## src/rtl/conv_cmd_sequencer.sv

```systemverilog
// Command sequencer between the conv APB register block and the conv core:
// streams input/bias/weight words into the buffers, launches the core and keeps the done status.
// Optional macro CONV_SEQ_CYCLE_CNT_EN enables the RUN-state cycle counter (clk_counter tied to 0 otherwise).
module conv_cmd_sequencer #(
   parameter int ADDR_W = 23,
   parameter int DATA_W = 32
) (
   input  logic              PCLK,
   input  logic              PRESETB,
   input  logic [2:0]        command,
   input  logic [5:0]        flen,
   input  logic [8:0]        in_ch,
   input  logic [8:0]        out_ch,
   input  logic              s_valid,
   input  logic [DATA_W-1:0] s_data,
   output logic              s_ready,
   output logic              mem_we,
   output logic [1:0]        mem_sel,
   output logic [ADDR_W-1:0] mem_addr,
   output logic [DATA_W-1:0] mem_wdata,
   output logic              conv_start,
   input  logic              core_done,
   output logic              input_done,
   output logic              bias_done,
   output logic              weight_done,
   output logic              conv_done,
   output logic [31:0]       clk_counter
);

   typedef enum logic [2:0] {
      IDLE      = 3'd0,
      LOAD      = 3'd1,
      DONE_SET  = 3'd2,
      RUN_START = 3'd3,
      RUN_WAIT  = 3'd4
   } state_t;

   localparam logic [2:0] CMD_CLEAR       = 3'd0;
   localparam logic [2:0] CMD_LOAD_INPUT  = 3'd1;
   localparam logic [2:0] CMD_LOAD_BIAS   = 3'd2;
   localparam logic [2:0] CMD_LOAD_WEIGHT = 3'd3;
   localparam logic [2:0] CMD_RUN         = 3'd4;

   localparam logic [1:0] SEL_INPUT  = 2'd0;
   localparam logic [1:0] SEL_BIAS   = 2'd1;
   localparam logic [1:0] SEL_WEIGHT = 2'd2;

   state_t              state_q, state_d;
   logic [2:0]          last_cmd_q, last_cmd_d;
   logic [ADDR_W-1:0]   count_q, count_d;
   logic [ADDR_W-1:0]   target_q, target_d;
   logic                mem_we_q, mem_we_d;
   logic [1:0]          mem_sel_q, mem_sel_d;
   logic [ADDR_W-1:0]   mem_addr_q, mem_addr_d;
   logic [DATA_W-1:0]   mem_wdata_q, mem_wdata_d;
   logic                input_done_q, input_done_d;
   logic                bias_done_q, bias_done_d;
   logic                weight_done_q, weight_done_d;
   logic                conv_done_q, conv_done_d;

   logic [ADDR_W-1:0]   flen_w, in_ch_w, out_ch_w;
   logic [ADDR_W-1:0]   input_words, bias_words, weight_words;
   logic [ADDR_W-1:0]   load_target;
   logic [1:0]          load_sel;
   logic                is_load_cmd;

   // Word counts are 4 bytes per word, rounded up; ADDR_W is wide enough for the largest shapes.
   assign flen_w       = ADDR_W'(flen);
   assign in_ch_w      = ADDR_W'(in_ch);
   assign out_ch_w     = ADDR_W'(out_ch);
   assign input_words  = (flen_w * flen_w * in_ch_w + ADDR_W'(3)) >> 2;
   assign bias_words   = out_ch_w;
   assign weight_words = (out_ch_w * in_ch_w * ADDR_W'(9) + ADDR_W'(3)) >> 2;

   always_comb begin
      load_target = '0;
      load_sel    = SEL_INPUT;
      is_load_cmd = 1'b0;
      case (command)
         CMD_LOAD_INPUT: begin
            load_target = input_words;
            load_sel    = SEL_INPUT;
            is_load_cmd = 1'b1;
         end
         CMD_LOAD_BIAS: begin
            load_target = bias_words;
            load_sel    = SEL_BIAS;
            is_load_cmd = 1'b1;
         end
         CMD_LOAD_WEIGHT: begin
            load_target = weight_words;
            load_sel    = SEL_WEIGHT;
            is_load_cmd = 1'b1;
         end
         default: ;
      endcase
   end

   assign s_ready    = (state_q == LOAD);
   assign conv_start = (state_q == RUN_START);

   always_comb begin
      state_d       = state_q;
      last_cmd_d    = last_cmd_q;
      count_d       = count_q;
      target_d      = target_q;
      mem_we_d      = 1'b0;
      mem_sel_d     = mem_sel_q;
      mem_addr_d    = mem_addr_q;
      mem_wdata_d   = mem_wdata_q;
      input_done_d  = input_done_q;
      bias_done_d   = bias_done_q;
      weight_done_d = weight_done_q;
      conv_done_d   = conv_done_q;

      case (state_q)
         IDLE: begin
            if (command != last_cmd_q) begin
               last_cmd_d = command;
               if (command == CMD_CLEAR) begin
                  input_done_d  = 1'b0;
                  bias_done_d   = 1'b0;
                  weight_done_d = 1'b0;
                  conv_done_d   = 1'b0;
               end else if (command == CMD_RUN) begin
                  state_d = RUN_START;
               end else if (is_load_cmd) begin
                  mem_sel_d = load_sel;
                  target_d  = load_target;
                  count_d   = '0;
                  state_d   = (load_target == '0) ? DONE_SET : LOAD;
               end
            end
         end
         LOAD: begin
            if (s_valid && s_ready) begin
               mem_we_d    = 1'b1;
               mem_addr_d  = count_q;
               mem_wdata_d = s_data;
               count_d     = count_q + ADDR_W'(1);
               if (count_q == target_q - ADDR_W'(1)) begin
                  state_d = DONE_SET;
               end
            end
         end
         DONE_SET: begin
            case (mem_sel_q)
               SEL_INPUT:  input_done_d  = 1'b1;
               SEL_BIAS:   bias_done_d   = 1'b1;
               SEL_WEIGHT: weight_done_d = 1'b1;
               default: ;
            endcase
            state_d = IDLE;
         end
         RUN_START: begin
            conv_done_d = 1'b0;
            state_d     = RUN_WAIT;
         end
         RUN_WAIT: begin
            if (core_done) begin
               conv_done_d = 1'b1;
               state_d     = IDLE;
            end
         end
         default: state_d = IDLE;
      endcase
   end

   always_ff @(posedge PCLK) begin
      if (!PRESETB) begin
         state_q       <= IDLE;
         last_cmd_q    <= 3'd0;
         count_q       <= '0;
         target_q      <= '0;
         mem_we_q      <= 1'b0;
         mem_sel_q     <= 2'd0;
         mem_addr_q    <= '0;
         mem_wdata_q   <= '0;
         input_done_q  <= 1'b0;
         bias_done_q   <= 1'b0;
         weight_done_q <= 1'b0;
         conv_done_q   <= 1'b0;
      end else begin
         state_q       <= state_d;
         last_cmd_q    <= last_cmd_d;
         count_q       <= count_d;
         target_q      <= target_d;
         mem_we_q      <= mem_we_d;
         mem_sel_q     <= mem_sel_d;
         mem_addr_q    <= mem_addr_d;
         mem_wdata_q   <= mem_wdata_d;
         input_done_q  <= input_done_d;
         bias_done_q   <= bias_done_d;
         weight_done_q <= weight_done_d;
         conv_done_q   <= conv_done_d;
      end
   end

   assign mem_we      = mem_we_q;
   assign mem_sel     = mem_sel_q;
   assign mem_addr    = mem_addr_q;
   assign mem_wdata   = mem_wdata_q;
   assign input_done  = input_done_q;
   assign bias_done   = bias_done_q;
   assign weight_done = weight_done_q;
   assign conv_done   = conv_done_q;

`ifdef CONV_SEQ_CYCLE_CNT_EN
   logic [31:0] clk_cnt_q, clk_cnt_d;

   // Counts every RUN_WAIT cycle including the one carrying core_done, then holds until the next run.
   always_comb begin
      clk_cnt_d = clk_cnt_q;
      if (state_q == RUN_START) begin
         clk_cnt_d = 32'd0;
      end else if (state_q == RUN_WAIT) begin
         clk_cnt_d = clk_cnt_q + 32'd1;
      end
   end

   always_ff @(posedge PCLK) begin
      if (!PRESETB) begin
         clk_cnt_q <= 32'd0;
      end else begin
         clk_cnt_q <= clk_cnt_d;
      end
   end

   assign clk_counter = clk_cnt_q;
`else
   assign clk_counter = 32'h0;
`endif

endmodule

```

## config.mk

```make
export PLATFORM = sky130hd
export DESIGN_NAME = conv_cmd_sequencer
export DESIGN_NICKNAME = d
export VERILOG_FILES = /design/src/rtl/conv_cmd_sequencer.sv
export SDC_FILE = /design/constraint.sdc
export NUM_CORES = 1
export LEC_CHECK = 0
export CAP_MARGIN = 10
export CORE_MARGIN = 4
export CORE_UTILIZATION = 56
export CTS_BUF_LIST = sky130_fd_sc_hd__clkbuf_8
export DETAILED_ROUTE_END_ITERATION = 10
export DONT_BUFFER_PORTS = 1
export PLACE_DENSITY = 0.78
export SETUP_SLACK_MARGIN = 0.1
export SKIP_LAST_GASP = 1
export SYNTH_ARGS = -nofsm -noshare
export SYNTH_HDL_FRONTEND = slang
export SYNTH_SLANG_ARGS = --single-unit
```

## constraint.sdc

```tcl
create_clock -name PCLK -period 9.2 [get_ports PCLK]
set_input_delay 1.38 -clock PCLK [delete_from_list [all_inputs] [get_ports PCLK]]
set_output_delay 1.38 -clock PCLK [all_outputs]
set_load 0.02 [all_outputs]
```

---- After elaboration in Yosys (flattened, before gate mapping) ----
Cells that the tools add are included.
word-level totals
  flip-flop bits (word level) ............. 114
  latch bits .............................. 0
  RAM bits ................................ 0
  ROM bits ................................ 0
  input bits .............................. 63
  output and inout bits ................... 96
  logic and storage cells ................. 94
  memories ................................ 0
cells by class
  $add $sub $neg .......................... 4
  multipliers ............................. 4
  divide/modulo/power cells ............... 0
  order comparisons ....................... 0
  equal/unequal tests ..................... 24
  shifts and indexed selects .............. 0
  mux-type cells .......................... 29
  bitwise gates (word level) .............. 2
  reduce and logical (&&, ||, !) cells .... 19
operators with widths
  cell                     count
  $mux W23                 5
  $pmux W21 S3             1
  $pmux W23 S2             1
  $add A22 B2 Y23 const B  1
  $add A23 B1 Y23 const B  1
  $eq A23 B23 Y1           1
  $logic_not A23 Y1        1
  $sub A23 B1 Y23 const B  1
  $add A21 B2 Y22 const B  1
  $mul A18 B4 Y22 const B  1
  $mul A12 B9 Y21          1
  $mux W3                  7
  $mul A9 B9 Y18           1
  $reduce_and A4 Y1        4
  $ne A2 B2 Y1 const B     7
  $eq A3 B2 Y1 const B     4
  $mul A6 B6 Y12           1
  $pmux W3 S4              1
  $reduce_and A6 Y1        2
  $mux W1                  8
  $ne A2 B1 Y1 const B     4
  $eq A3 B1 Y1 const B     2
  $eq A3 B3 Y1 const B     2
  $logic_not A3 Y1         2
  other kinds (16)         22

---- Longest topological paths before layout ----
Gate-level depths: netlist of run 1.
  word-level depth ........................ 11
  mapped depth ............................ 34
  gate-level depth less buffers ........... 32

---- Worst setup path after synthesis of run 1 ----
No wires, ideal clock.
  path type ............................... input-to-reg
  start ................................... input flen[1]
  end ..................................... register state_q[1]
  library setup time ...................... 0.092 ns
  data arrival time ....................... 9.220 ns
  required time ........................... 9.108 ns
  slack ................................... -0.112 ns
  stages .................................. 32
  buffers on the path ..................... 1
  path through ............................ and2_1 inv_1 fa_1 fa_1 fa_1 ha_1 a21o_1 a21oi_1 o21bai_1 a21oi_1 nor2b_1 o21ai_0 nand2b_1 xnor2_1 and2_1 fa_1 inv_1 fa_1 fa_1 fa_1 inv_1 ha_1 clkbuf_1 o21ai_0 a32o_1 o21a_1 a211oi_1 nor2_1 xor2_1 o21ai_0 or4_1 o32ai_1
between the ends
  longest elaborated chain between the ends .. 11
ends and longest elaborated chain
  item                  RTL line  text
  start, declared       11        input logic [5:0] flen,
  $mul A6 B6 Y12        71        assign input_words = (flen_w * flen_w * in_ch_w + ADDR_W'(3)) >> 2;
  $mul A12 B9 Y21       71
  $add A21 B2 Y22       71
  $pmux W21 S3          79        case (command)
  $logic_not A23 Y1     131       state_d = (load_target == '0) ? DONE_SET : LOAD;
  $mux W2               131
  $mux W3               127       end else if (is_load_cmd) begin
  $mux W3               125       end else if (command == CMD_RUN) begin
  $mux W3               120       if (command == CMD_CLEAR) begin
  $mux W3               118       if (command != last_cmd_q) begin
  $pmux W3 S4           116       case (state_q)
  end signal, assigned  184       state_q <= state_d;
  end, declared         48        state_t state_q, state_d;
Every way passes these cells. The select of a mux whose other input is x is not followed.
A chain may end at the register's enable or synchronous reset.

---- Worst setup path after layout of run 1 ----
Same ends and word-level chain as after synthesis.

==> impl_metrics.yaml, run 1 <==
critical_path:
  crit_arrival_ps: 9090
  end_kind: "register"
  cpMaxStageDelayCell: "fa_1"
  crit_fanout: 6
  crit_path_frequent_cell: "fa_1"
  max_stage_delay_ps: 540
  critPathLaunchType: "input pin"
  worst_ep_required_time_ps: 9500
  path_class: "input pin to register"
global_routing:
  grt_pass1_wl_um: 54800
  grt_max_degree: 80
  grt.total_usage: 0.246
  grt_pass1_vias: 11200
  antenna_found_initial: 1
  grt_overflow_total: 0
synthesis:
  ys.flop_type: "dfxtp_1"
  synth_commonest_cells: "nand2_1, inv_1, and2_1, ha_1, fa_1"
  synth_edf_count: 0
  synth_top_area_cell: "fa_1"
  synthCells: 1674
  syn_avg_cell_area_um2: 8.09
  ys_top_cells_by_area: "fa_1, dfxtp_1, ha_1, and2_1, nand2_1"
  ys_ff_latch: 111
  yosysSeqAreaShare: 0.164
  synth_async_sr_flop_share: 0
  synth_warnings: 0
  ys_types: 83
  syn-cell-area_mm2: 0.0135
  synthMostInstantiatedCell: "nand2_1"
  yosys.area.top_type_share: 0.180
routing:
  drc: 0
  drt-met1-wl_um: 14400
  routed.top_layer: "met4"
  firstDrtPassIters: 8
  post_drt_wl_per_cell_um: 16.8
  initialDrtViolationCount: 975
  wl_um: 33000
  met3_length_um: 1800
  via_count: 11300
  met2_wirelength_um: 16200
  via_per_inst: 5.77
  postRouteAntennaNets: 0
clock_tree:
  cts_root_buf: "clkbuf_8"
  clock_latency_ps: 390
  numCtsBuffers: 9
  cts.clk_slew.worst_paths_ps: 110
  cts_tree: "built"
  cts.sinks: 111
  clockBufferDepth: 2
  cts-htree-levels: 3
floorplanning:
  dieHeight_um: 164
  num_rows: 56
  initial_core_util: 0.574
  ioPinCount: 159
  core_area_mm2: 0.0236
  die_w_um: 164
  dieArea_mm2: 0.0267
placed_design:
  dp_hpwl_um: 26400
  io_buffers: 0
  dpl_worst_slack_ps: -79.3
  gp_congestion: 0.941
  dpl_cell_area_mm2: 0.0137
sta:
  slew_headroom: 0.466
  period_minus_slack_ps: 8790
  setup_tns_ps: 0
  fin_crit_sh: 0.956
  skew_ps: 13.9
  drv_slew: 0
  fmax_ghz: 0.114
  setup_viol: 0
  finalHoldViolCount: 0
  worst_pin_slew_ps: 801
  rsz0062_at_grt: "false"
  layout_setup_ws_ps: 407
run_status:
  run_status: "finished, final reports clean"
finish:
  final_util: 0.593
  postLayoutCellArea_mm2: 0.0140
  drive_gt1_frac: 0.0474
  fin_nets: 1962
  syn2layout_area_growth_pct: 3.43
worst_hold_path:
  min_path_type: "register to register"
job:
  max-cap-violations: 0
[state kept, by name, summed over array words and instances (netlist names)]
name,count
last_cmd_q,3
bias_done,1
mem_we,1
state_q,3
mem_wdata,32
input_done,1
conv_done,1
mem_sel,2
count_q,23
mem_addr,23
target_q,20
weight_done,1
[worst paths after layout]
path	cells past startpoint	startpoint	slack (ps)	to
setup reg to reg	9	state_q[0]$_SDFFE_PN0P_	5640	count_q[19]$_SDFFE_PN0P_
hold / removal	2	last_cmd_q[1]$_SDFFE_PN0P_	480	last_cmd_q[1]$_SDFFE_PN0P_
hold reg to reg	2	last_cmd_q[1]$_SDFFE_PN0P_	480	last_cmd_q[1]$_SDFFE_PN0P_
setup / recovery	32	flen[1]	410	state_q[1]$_SDFFE_PN0P_
[metrics by stage]
| stage | hold WS [ps] | cells |
|---|---|---|
| 2_1_floorplan | 449 | 1705 |
| 5_1_grt | 502 | 1965 |
| 6_report | 476 | 1966 |
| 4_1_cts | 479 | 1963 |
| 3_5_place_dp | 463 | 1947 |
| 3_3_place_gp | 455 | 1947 |
[timing repair]
action,CTS,global route
endpoints found under the setup margin,0,2
gates resized for setup,0,12
hold buffers,0,0
setup buffers,0,2
[kinds of logic (layout without fill, tap and decap cells)]
kind of cell             count (synthesis)  after routing  share of synthesized area
buffers and inverters                  281            222                     0.0888
adder cells (fa/ha/maj)                258            258                      0.306
flip-flops                             111            111                      0.164
AND/OR/NAND/NOR                        633            633                      0.239
other                                    1             33                   0.000277
multiplexers                            12             12                    0.00896
XOR/XNOR                                82             82                     0.0530
AO/OA/AOI/OAI                          296            296                      0.140
[final cells by class]
type / count / area (µm²)
Fill cell: 2158 / 9600
Timing Repair Buffer: 28 / 210
Clock inverter: 7 / 81.3
Antenna cell: 1 / 2.50
Clock buffer: 9 / 124
Inverter: 178 / 668
Multi-Input combinational cell: 1313 / 10300
Tap cell: 319 / 399
Sequential cell: 111 / 2220
[critical path, delay by kind of cell]
family / cells / cell delay (ps)
AND/OR/NAND/NOR: 6 / 1040
adder cells (fa/ha/maj): 9 / 3990
XOR/XNOR: 2 / 420
AO/OA/AOI/OAI: 11 / 1910
buffers and inverters: 4 / 330
[cells in the final DEF (no fill, tap or decap), drive strengths merged, types with 6 or more instances in the layout]
cell type,n
inv,183
a32oi,6
nand2,221
nor4,9
ha,136
nand4,15
a22oi,7
fa,122
nor2b,11
dfxtp,111
or3,14
nor3b,8
or4,6
o21ai,45
a21o,11
clkbuf,9
nand2b,12
a211oi,22
conb,32
nor3,32
a21oi,118
a31oi,10
mux2i,11
nand3,26
and2,155
nor2,90
xnor2,45
o211ai,7
and3,14
o21a,14
nand3b,7
xor2,37
buf,28
[per-layer routing]
layer,track usage,vias to the layer above
li1,-,5452
met1,0.330,5474
met2,0.422,356
met3,0.0389,67
met4,0.0568,0
met5,0,-
Power of run 1 is left out: the tool's default activity adds up to more than one toggle a clock period on the data nets, which glitch-free logic cannot reach.
==> run 2: changes to the inputs <==
--- a/config.mk
+++ b/config.mk
@@ -6,12 +6,13 @@
 export NUM_CORES = 1
 export LEC_CHECK = 0
 export CAP_MARGIN = 10
-export CORE_MARGIN = 4
+export CORE_ASPECT_RATIO = 1.1
+export CORE_MARGIN = 2
 export CORE_UTILIZATION = 56
 export CTS_BUF_LIST = sky130_fd_sc_hd__clkbuf_8
 export DETAILED_ROUTE_END_ITERATION = 10
 export DONT_BUFFER_PORTS = 1
-export PLACE_DENSITY = 0.78
+export PLACE_DENSITY = 0.75
 export SETUP_SLACK_MARGIN = 0.1
 export SKIP_LAST_GASP = 1
 export SYNTH_ARGS = -nofsm -noshare
==> constraint.sdc (replaced) <==
create_clock -name PCLK -period 11 [get_ports PCLK]
set_input_delay 1.65 -clock PCLK [delete_from_list [all_inputs] [get_ports PCLK]]
set_output_delay 1.65 -clock PCLK [all_outputs]
set_load 0.02 [all_outputs]
==> impl_metrics.yaml, run 2 (synthesis results as in run 1) <==
critical_path:
  end_kind: "register"
  crit_arrival_ps: 10180
  reg2reg_from: "state_q[0]$_SDFFE_PN0P_"
  crit_path_frequent_cell: "fa_1"
  critPathLaunchType: "input pin"
  max_stage_delay_ps: 570
  cpMaxStageDelayCell: "xnor2_1"
  crit_start: "flen[1]"
  crit-reg2reg-capture: "count_q[21]$_SDFFE_PN0P_"
  crit_fanout: 9
  worst_ep_required_time_ps: 11280
  rrSetupSlack_ps: 7300
  reg2reg_depth: 10
  path_class: "input pin to register"
floorplanning:
  core_area_mm2: 0.0237
  dieHeight_um: 167
  num_rows: 59
  dieArea_mm2: 0.0255
  ioPinCount: 159
  die_w_um: 152
  initial_core_util: 0.572
placed_design:
  dpl_cell_area_mm2: 0.0136
  dp.cells: 1913
  io_buffers: 0
  gp_congestion: 0.944
  dp_hpwl_um: 25100
clock_tree:
  post_cts_buffers: 0
  clockBufferDepth: 2
  postCtsResizedCells: 0
  cts.clk_slew.worst_paths_ps: 110
  clock_latency_ps: 370
  cts.sinks: 111
  cts-htree-levels: 3
  cts_hold_buf: 0
  numCtsBuffers: 9
  cts_root_buf: "clkbuf_8"
  cts_tree: "built"
routing:
  firstDrtPassIters: 7
  via_per_inst: 5.84
  post_drt_wl_per_cell_um: 16.3
  via_count: 11300
  initialDrtViolationCount: 692
  drc: 0
  postRouteAntennaNets: 0
  wl_um: 31400
finish:
  layout_commonest_cell: "nand2_1"
  drive_gt1_frac: 0.0271
  antenna_cells: 0
  fin_cells: 1929
  largest_register_ffs: 32
  fin_nets: 1940
  final_cell_mix: "nand2_1, inv_1, and2_1, ha_1, fa_1"
  final_util: 0.582
  syn2layout_area_growth_pct: 1.75
  postLayoutCellArea_mm2: 0.0138
global_routing:
  antenna_found_initial: 0
  grt_max_degree: 80
  grt.total_usage: 0.243
  grt_overflow_total: 0
  grt_pass1_vias: 10700
  grt_pass1_wl_um: 51900
worst_hold_path:
  whs_path_depth: 2
  hold_end: "last_cmd_q[0]$_SDFFE_PN0P_"
  min_path_type: "register to register"
  min-delay-start: "last_cmd_q[0]$_SDFFE_PN0P_"
sta:
  finalHoldViolCount: 0
  rsz0062_at_grt: "false"
  slew_headroom: 0.360
  worst_pin_slew_ps: 957
  skew_ps: 5.74
  period_minus_slack_ps: 9900
  fin_crit_sh: 0.900
  setup_tns_ps: 0
  setup_viol: 0
  fmax_ghz: 0.101
  drv_slew: 0
job:
  max-cap-violations: 0
run_status:
  run_status: "finished, final reports clean"
-- run 2: metrics by stage --
step	worst slack, ps	hold slack (ps)
global placement	1050	455
floorplan	1420	449
finish	1100	483
global route	619	512
detailed placement	748	465
CTS	1120	480
-- run 2: final cells by class --
class | count | area [µm²]
clock inverter | 7 | 101
fill | 2148 | 9910
inverter | 178 | 668
multi-input combinational | 1313 | 10200
sequential | 111 | 2220
tap | 305 | 382
clock buffer | 9 | 124
timing repair buffer | 6 | 45.0
-- run 2: routing by layer --
layer,GRT usage,wire (µm)
met4,0.0837,935
met5,0,0
met3,0.0321,1790
met1,0.309,13100
met2,0.426,15600
-- run 2: worst max-delay path: cells and delay by family --
family / cells / cell delay (ps)
XOR/XNOR: 2 / 740
AO/OA/AOI/OAI: 11 / 2230
AND/OR/NAND/NOR: 6 / 1300
buffers and inverters: 3 / 220
adder cells (fa/ha/maj): 9 / 4020
-- run 2: worst max path at each step --
stage	end	slack, ps	depth (start not counted)
2_1_floorplan	state_q[1]$_SDFFE_PN0P_	1420	32
3_3_place_gp	state_q[1]$_SDFFE_PN0P_	1050	31
3_5_place_dp	state_q[1]$_SDFFE_PN0P_	750	31
4_1_cts	state_q[1]$_SDFFE_PN0P_	1120	31
5_1_grt	state_q[1]$_SDFFE_PN0P_	620	31
6_report	state_q[1]$_SDFFE_PN0P_	1100	31
Power of run 2 is left out for the same reason.
